### config.mk
export PLATFORM = sky130hd
export DESIGN_NAME = sargantana_icache_refill_unit
export DESIGN_NICKNAME = d
export VERILOG_FILES = /design/src/rtl/sargantana_icache_refill_unit.sv
export SDC_FILE = /design/constraint.sdc
export NUM_CORES = 1
export LEC_CHECK = 0
export CAP_MARGIN = 0
export CORE_MARGIN = 8
export CORE_UTILIZATION = 45
export CTS_CLUSTER_DIAMETER = 40
export DETAILED_ROUTE_END_ITERATION = 10
export DONT_BUFFER_PORTS = 1
export SETUP_SLACK_MARGIN = 0.5
export SYNTH_ARGS = -nofsm -noshare
export SYNTH_HDL_FRONTEND = slang
export SYNTH_SLANG_ARGS = --single-unit
export TNS_END_PERCENT = 100
### constraint.sdc
create_clock -name clk_i -period 3.2 [get_ports clk_i]
set_input_delay 0.48 -clock clk_i [delete_from_list [all_inputs] [get_ports clk_i]]
set_output_delay 0.48 -clock clk_i [all_outputs]
set_load 0.05 [all_outputs]
### src/rtl/sargantana_icache_refill_unit.sv
`timescale 1ns/1ps
// Sargantana L1I line-refill engine: one fill request per miss, beats assembled in any order.
// Optional critical-word-first forwarding is built when ICACHE_REFILL_CWF_EN is defined.
module sargantana_icache_refill_unit #(
  parameter int PADDR_WIDTH = 40,
  parameter int LINE_WIDTH  = 256,
  parameter int BEAT_WIDTH  = 64,
  parameter int N_WAY       = 4,
  localparam int N_BEATS    = LINE_WIDTH / BEAT_WIDTH,
  localparam int BIDX_W     = (N_BEATS > 1) ? $clog2(N_BEATS) : 1,
  localparam int WAY_W      = (N_WAY > 1) ? $clog2(N_WAY) : 1
) (
  input  logic                   clk_i,
  input  logic                   rstn_i,
  input  logic                   miss_valid_i,
  input  logic [PADDR_WIDTH-1:0] miss_paddr_i,
  input  logic [WAY_W-1:0]       miss_way_i,
  output logic                   miss_ready_o,
  input  logic                   kill_i,
  output logic                   ifill_req_valid_o,
  output logic [PADDR_WIDTH-1:0] ifill_req_paddr_o,
  output logic [WAY_W-1:0]       ifill_req_way_o,
  input  logic                   ifill_ack_i,
  input  logic                   ifill_beat_valid_i,
  input  logic [BIDX_W-1:0]      ifill_beat_idx_i,
  input  logic [BEAT_WIDTH-1:0]  ifill_beat_data_i,
  output logic                   line_valid_o,
  output logic [LINE_WIDTH-1:0]  line_data_o,
  output logic [PADDR_WIDTH-1:0] line_paddr_o,
  output logic [WAY_W-1:0]       line_way_o,
`ifdef ICACHE_REFILL_CWF_EN
  output logic                   crit_valid_o,
  output logic [BEAT_WIDTH-1:0]  crit_data_o,
`endif
  output logic                   busy_o
);

  localparam int OFF_W  = $clog2(LINE_WIDTH / 8);
  localparam int BOFF_W = $clog2(BEAT_WIDTH / 8);
  localparam logic [PADDR_WIDTH-1:0] ALIGN_MASK =
    ~((PADDR_WIDTH'(1) << OFF_W) - PADDR_WIDTH'(1));

  typedef enum logic [2:0] {IDLE, REQ, WAIT, WRITE, DRAIN} state_t;

  state_t                                state_reg, state_next;
  logic [N_BEATS-1:0]                    mask_reg, mask_next, mask_after, beat_hit;
  logic [N_BEATS-1:0][BEAT_WIDTH-1:0]    line_reg;
  logic [PADDR_WIDTH-1:0]                paddr_reg;
  logic [WAY_W-1:0]                      way_reg;
  logic                                  accept, beat_take, mask_full;

  assign accept    = miss_valid_i && (state_reg == IDLE);
  assign beat_take = ifill_beat_valid_i &&
                     (state_reg == REQ || state_reg == WAIT || state_reg == DRAIN);

  // With a single beat per line the index carries no information and is ignored.
  for (genvar gi = 0; gi < N_BEATS; gi++) begin : g_hit
    assign beat_hit[gi] = beat_take &&
                          ((N_BEATS == 1) || (ifill_beat_idx_i == BIDX_W'(gi)));
  end

  assign mask_after = mask_reg | beat_hit;
  assign mask_full  = &mask_after;

  always_comb begin
    state_next = state_reg;
    mask_next  = mask_reg;
    case (state_reg)
      IDLE: begin
        if (miss_valid_i) begin
          state_next = REQ;
          mask_next  = '0;
        end
      end
      REQ: begin
        mask_next = mask_after;
        if (kill_i) begin
          // Once acked the memory side will still deliver the whole line.
          if (ifill_ack_i) state_next = mask_full ? IDLE : DRAIN;
          else             state_next = IDLE;
        end else if (ifill_ack_i) begin
          state_next = mask_full ? WRITE : WAIT;
        end
      end
      WAIT: begin
        mask_next = mask_after;
        if (mask_full)   state_next = kill_i ? IDLE : WRITE;
        else if (kill_i) state_next = DRAIN;
      end
      WRITE: state_next = IDLE;
      DRAIN: begin
        mask_next = mask_after;
        if (mask_full) state_next = IDLE;
      end
      default: state_next = IDLE;
    endcase
  end

  always_ff @(posedge clk_i or negedge rstn_i) begin
    if (!rstn_i) begin
      state_reg <= IDLE;
      mask_reg  <= '0;
      paddr_reg <= '0;
      way_reg   <= '0;
    end else begin
      state_reg <= state_next;
      mask_reg  <= mask_next;
      if (accept) begin
        paddr_reg <= miss_paddr_i & ALIGN_MASK;
        way_reg   <= miss_way_i;
      end
    end
  end

  always_ff @(posedge clk_i or negedge rstn_i) begin
    if (!rstn_i) begin
      line_reg <= '0;
    end else begin
      for (int k = 0; k < N_BEATS; k++) begin
        if (beat_hit[k]) line_reg[k] <= ifill_beat_data_i;
      end
    end
  end

  assign miss_ready_o      = (state_reg == IDLE);
  assign busy_o            = (state_reg != IDLE);
  assign ifill_req_valid_o = (state_reg == REQ);
  assign ifill_req_paddr_o = paddr_reg;
  assign ifill_req_way_o   = way_reg;
  assign line_valid_o      = (state_reg == WRITE) && !kill_i;
  assign line_data_o       = line_reg;
  assign line_paddr_o      = paddr_reg;
  assign line_way_o        = way_reg;

`ifdef ICACHE_REFILL_CWF_EN
  logic [BIDX_W-1:0] crit_idx_reg, crit_idx_in;
  logic              crit_done_reg, crit_hit;

  if (N_BEATS > 1) begin : g_crit_idx
    assign crit_idx_in = miss_paddr_i[OFF_W-1:BOFF_W];
  end else begin : g_crit_idx_one
    assign crit_idx_in = '0;
  end

  assign crit_hit     = |(beat_hit & (N_BEATS'(1) << crit_idx_reg));
  assign crit_valid_o = crit_hit && !crit_done_reg && !kill_i &&
                        (state_reg == REQ || state_reg == WAIT);
  assign crit_data_o  = crit_valid_o ? ifill_beat_data_i : '0;

  always_ff @(posedge clk_i or negedge rstn_i) begin
    if (!rstn_i) begin
      crit_idx_reg  <= '0;
      crit_done_reg <= 1'b0;
    end else if (accept) begin
      crit_idx_reg  <= crit_idx_in;
      crit_done_reg <= 1'b0;
    end else if (crit_valid_o) begin
      crit_done_reg <= 1'b1;
    end
  end
`else
  // No forwarding: the fetch path waits for line_valid_o.
`endif

endmodule

==> results list <==
- In the final routed layout, each cell accounts on average for 28.5 um.
- The synthesized design contains 0 enable-type register cells.
- Final hold analysis gives a worst-case slack of -323 ps.
- Post-synthesis sequential area ratio: 0.631
* Top-area cell type share of the netlist area: 0.631
- Final-report hold violation count: 300
* Min Tclk post-route: 2530 ps
- The mapped netlist covers 11900 um^2.
* Setup-failing EPs final: 0
* Max Cap Viol: 0
- Tightest Pin Transition: 1110 ps
- Overall die area: 31900 um^2
- Number of pins with negative max-slew slack in the final report: 0
* Number of buffers added by the clock tree synthesis step: 39
- For this block, the initial DRC count from the detailed router was 285.
- Achievable frequency: 396 MHz
* Share of flip-flops with an asynchronous set or reset: 1.00
* Total gr overflow: 0
- Path class of the lowest-slack min-delay path: in2async
- The final reports fail on negative hold slack.
- At the end of routability-driven placement, the weighted congestion stood at 0.773.
* Residual DRC: 0
* Warnings from Yosys: 0
- Summed over all failing endpoints, the final setup total negative slack is 0 ps.
- Global-route wire length before repair: 44000 um
- The detailed router placed 5752 vias in this run.
* Initial antenna violation count: 2
- Most frequent cell after synthesis: sky130_fd_sc_hd__dfrtp_1
* Normalized max-slew margin: 0.262
- The commonest cells after synthesis are sky130_fd_sc_hd__dfrtp_1 (300), sky130_fd_sc_hd__mux2_2 (197), sky130_fd_sc_hd__buf_4 (64).
- Across the routed clock network, the largest skew measured is 7.76 ps.
- In this run the mean area of a mapped cell was 16.6 um^2.
* Layout overhead on the synthesized area: 11.7%
- In this run the remaining antenna-violating nets after routing total 0.
* Critical path startpoint category: register
- Detailed placement HPWL: 21700 um
* Crit path capture type: output port
* Worst skew pair latency: 500 ps
* Worst r2r path cells: 5
* Data required time of the critical path: 2720 ps
- Area of all sequential standard cells: 7510 um^2
* Number of placement rows: 59
* Setup repair after global routing missed its margin: false
- # fillers: 2136
- Synthesis produced a netlist whose cell count is 716.
- At the worst endpoint, the arrival time is 2050 ps.
- Layout Cells excl Fill: 1063
- Count of cells resized by post-cts repair: 0
* Synth Flop Type: sky130_fd_sc_hd__dfrtp_1
* Clock root buffer: sky130_fd_sc_hd__clkbuf_16
* Setup CP Type: reg2out
- Largest net degree at the start of global routing: 301
- Of all nets on the critical path, the largest fanout is 11.
* Distinct cells, synth: 35
- CTS sink cnt: 300
- The run finished, with violations left.
* Most area-hungry cell type in the Yosys netlist: sky130_fd_sc_hd__dfrtp_1
- Share of layout cells above drive strength 1: 0.461
* H-Tree Level Count: 2
- Combined global-route utilization of all metal layers: 0.182
* Combined area of the multi-input logic cells: 3850 um^2
- Wires add up to 30300 um.
- After detailed placement, the design holds a cell count of 989.
* Number of register bits inferred by synthesis: 300
- The longest clock path from root to sink contains 3 buffers.
- For this run, the slowest stage of the critical path takes 680 ps.
* Register clock-pin slew on the reported worst setup and hold paths: 60 ps
* Flip-flop count of the largest register after layout: 256
* Share of the clock period used by the worst path after layout: 0.789
* I/O pin count: 458
* Via count of the first global-routing pass: 6454
- In this run the vertical extent of the chip is 179 um.
* Number of input and output port buffers inserted: 0
- Summing all non-filler instances in the final layout gives an area of 13300 um^2.
- The first detailed-routing pass took 4 iterations.
- Using the TritonRoute via totals, the vias-per-cell ratio works out to 5.41.
- In this run the cell area measured after placement is 11900 um^2.
- Die Wd: 179 um
- TritonCTS clock tree: done
- For this configuration, the core starts out at a cell density of 0.458.
* Largest cells by area after synthesis: sky130_fd_sc_hd__dfrtp_1 (63%), sky130_fd_sc_hd__mux2_2 (19%), sky130_fd_sc_hd__mux2_4 (6.3%)
* Critical Path, Cell by Cell: or3_1 -> inv_1 -> buf_4
- Slowest cell on the critical path: sky130_fd_sc_hd__or3_1
* Fin nets: 809
* Floorplan core area: 26000 um^2
## cells in the final DEF, fill, tap and decap left out, types with 4 or more instances in the layout
cell type	count
sky130_fd_sc_hd__dfrtp_1	300
sky130_fd_sc_hd__mux2_2	197
sky130_fd_sc_hd__mux2_4	50
sky130_fd_sc_hd__mux2_1	47
sky130_fd_sc_hd__clkbuf_16	41
sky130_fd_sc_hd__conb_1	10
sky130_fd_sc_hd__nor2_1	9
sky130_fd_sc_hd__buf_4	7
sky130_fd_sc_hd__clkinv_2	6
sky130_fd_sc_hd__clkbuf_8	5
sky130_fd_sc_hd__clkinvlp_4	4
sky130_fd_sc_hd__clkinv_4	4
sky130_fd_sc_hd__bufinv_16	4
sky130_fd_sc_hd__buf_12	4
## routing by layer
layer | share of wire | wire length (um) | GRT usage | vias to the layer above
met4 | 0.021 | 646 | 0.0586 | 0
met5 | 0 | 0 | 0 | -
met2 | 0.54 | 16200 | 0.326 | 299
met3 | 0.12 | 3600 | 0.0849 | 42
met1 | 0.32 | 9810 | 0.186 | 2973
li1 | - | - | - | 2438
## worst paths after layout
check / from / endpoint / slack (ps)
setup / recovery: state_reg[2]$_DFFE_PN0P_ / miss_ready_o / 670
hold / removal: rstn_i / line_data_o[184]$_DFFE_PN0P_ / -320
setup reg to reg: state_reg[2]$_DFFE_PN0P_ / ifill_req_paddr_o[5]$_DFFE_PN0P_ / 730
hold reg to reg: mask_reg[1]$_DFFE_PN0P_ / mask_reg[1]$_DFFE_PN0P_ / 510
max in group asynchronous: rstn_i / line_data_o[137]$_DFFE_PN0P_ / 2880
min in group clk_i: kill_i / state_reg[1]$_DFFE_PN0P_ / 60
## per-stage QoR
| stage | util | setup WS [ps] |
|---|---|---|
| after floorplan | - | 697 |
| after global placement | 0.458 | 732 |
| after detailed placement | 0.458 | 712 |
| after CTS | 0.511 | 641 |
| after global routing | 0.511 | 585 |
| final | 0.511 | 675 |
## cells by family after synthesis
family,synth area share
flip-flops,0.631
XOR/XNOR,0.000737
other,0.000315
multiplexers,0.295
AO/OA/AOI/OAI,0.00642
AND/OR/NAND/NOR,0.0147
buffers and inverters,0.0513
## worst max-delay path: cells and delay by family, from the launching register on
kind / cells / cell delay, ps
buffers and inverters: 2 / 380
flip-flops: 1 / 490
AND/OR/NAND/NOR: 1 / 680
## layout make-up
cell class              count  share of cell area
repair buffers             11             0.00999
flip-flops and latches    300               0.565
clock buffers              49              0.0833
well taps                 335              0.0316
clock inverters            22              0.0192
multi-input cells         342               0.290
diodes                      3            0.000565
inverters                   1            0.000283
## timing repair
item                                    in CTS  in global routing
endpoints found under the setup margin       0                  0
setup buffers                                0                  0
endpoints found under the hold margin      300                300
Power is not shown: default switching activity piles up to over one toggle a cycle in this logic, so the estimate is an artifact.
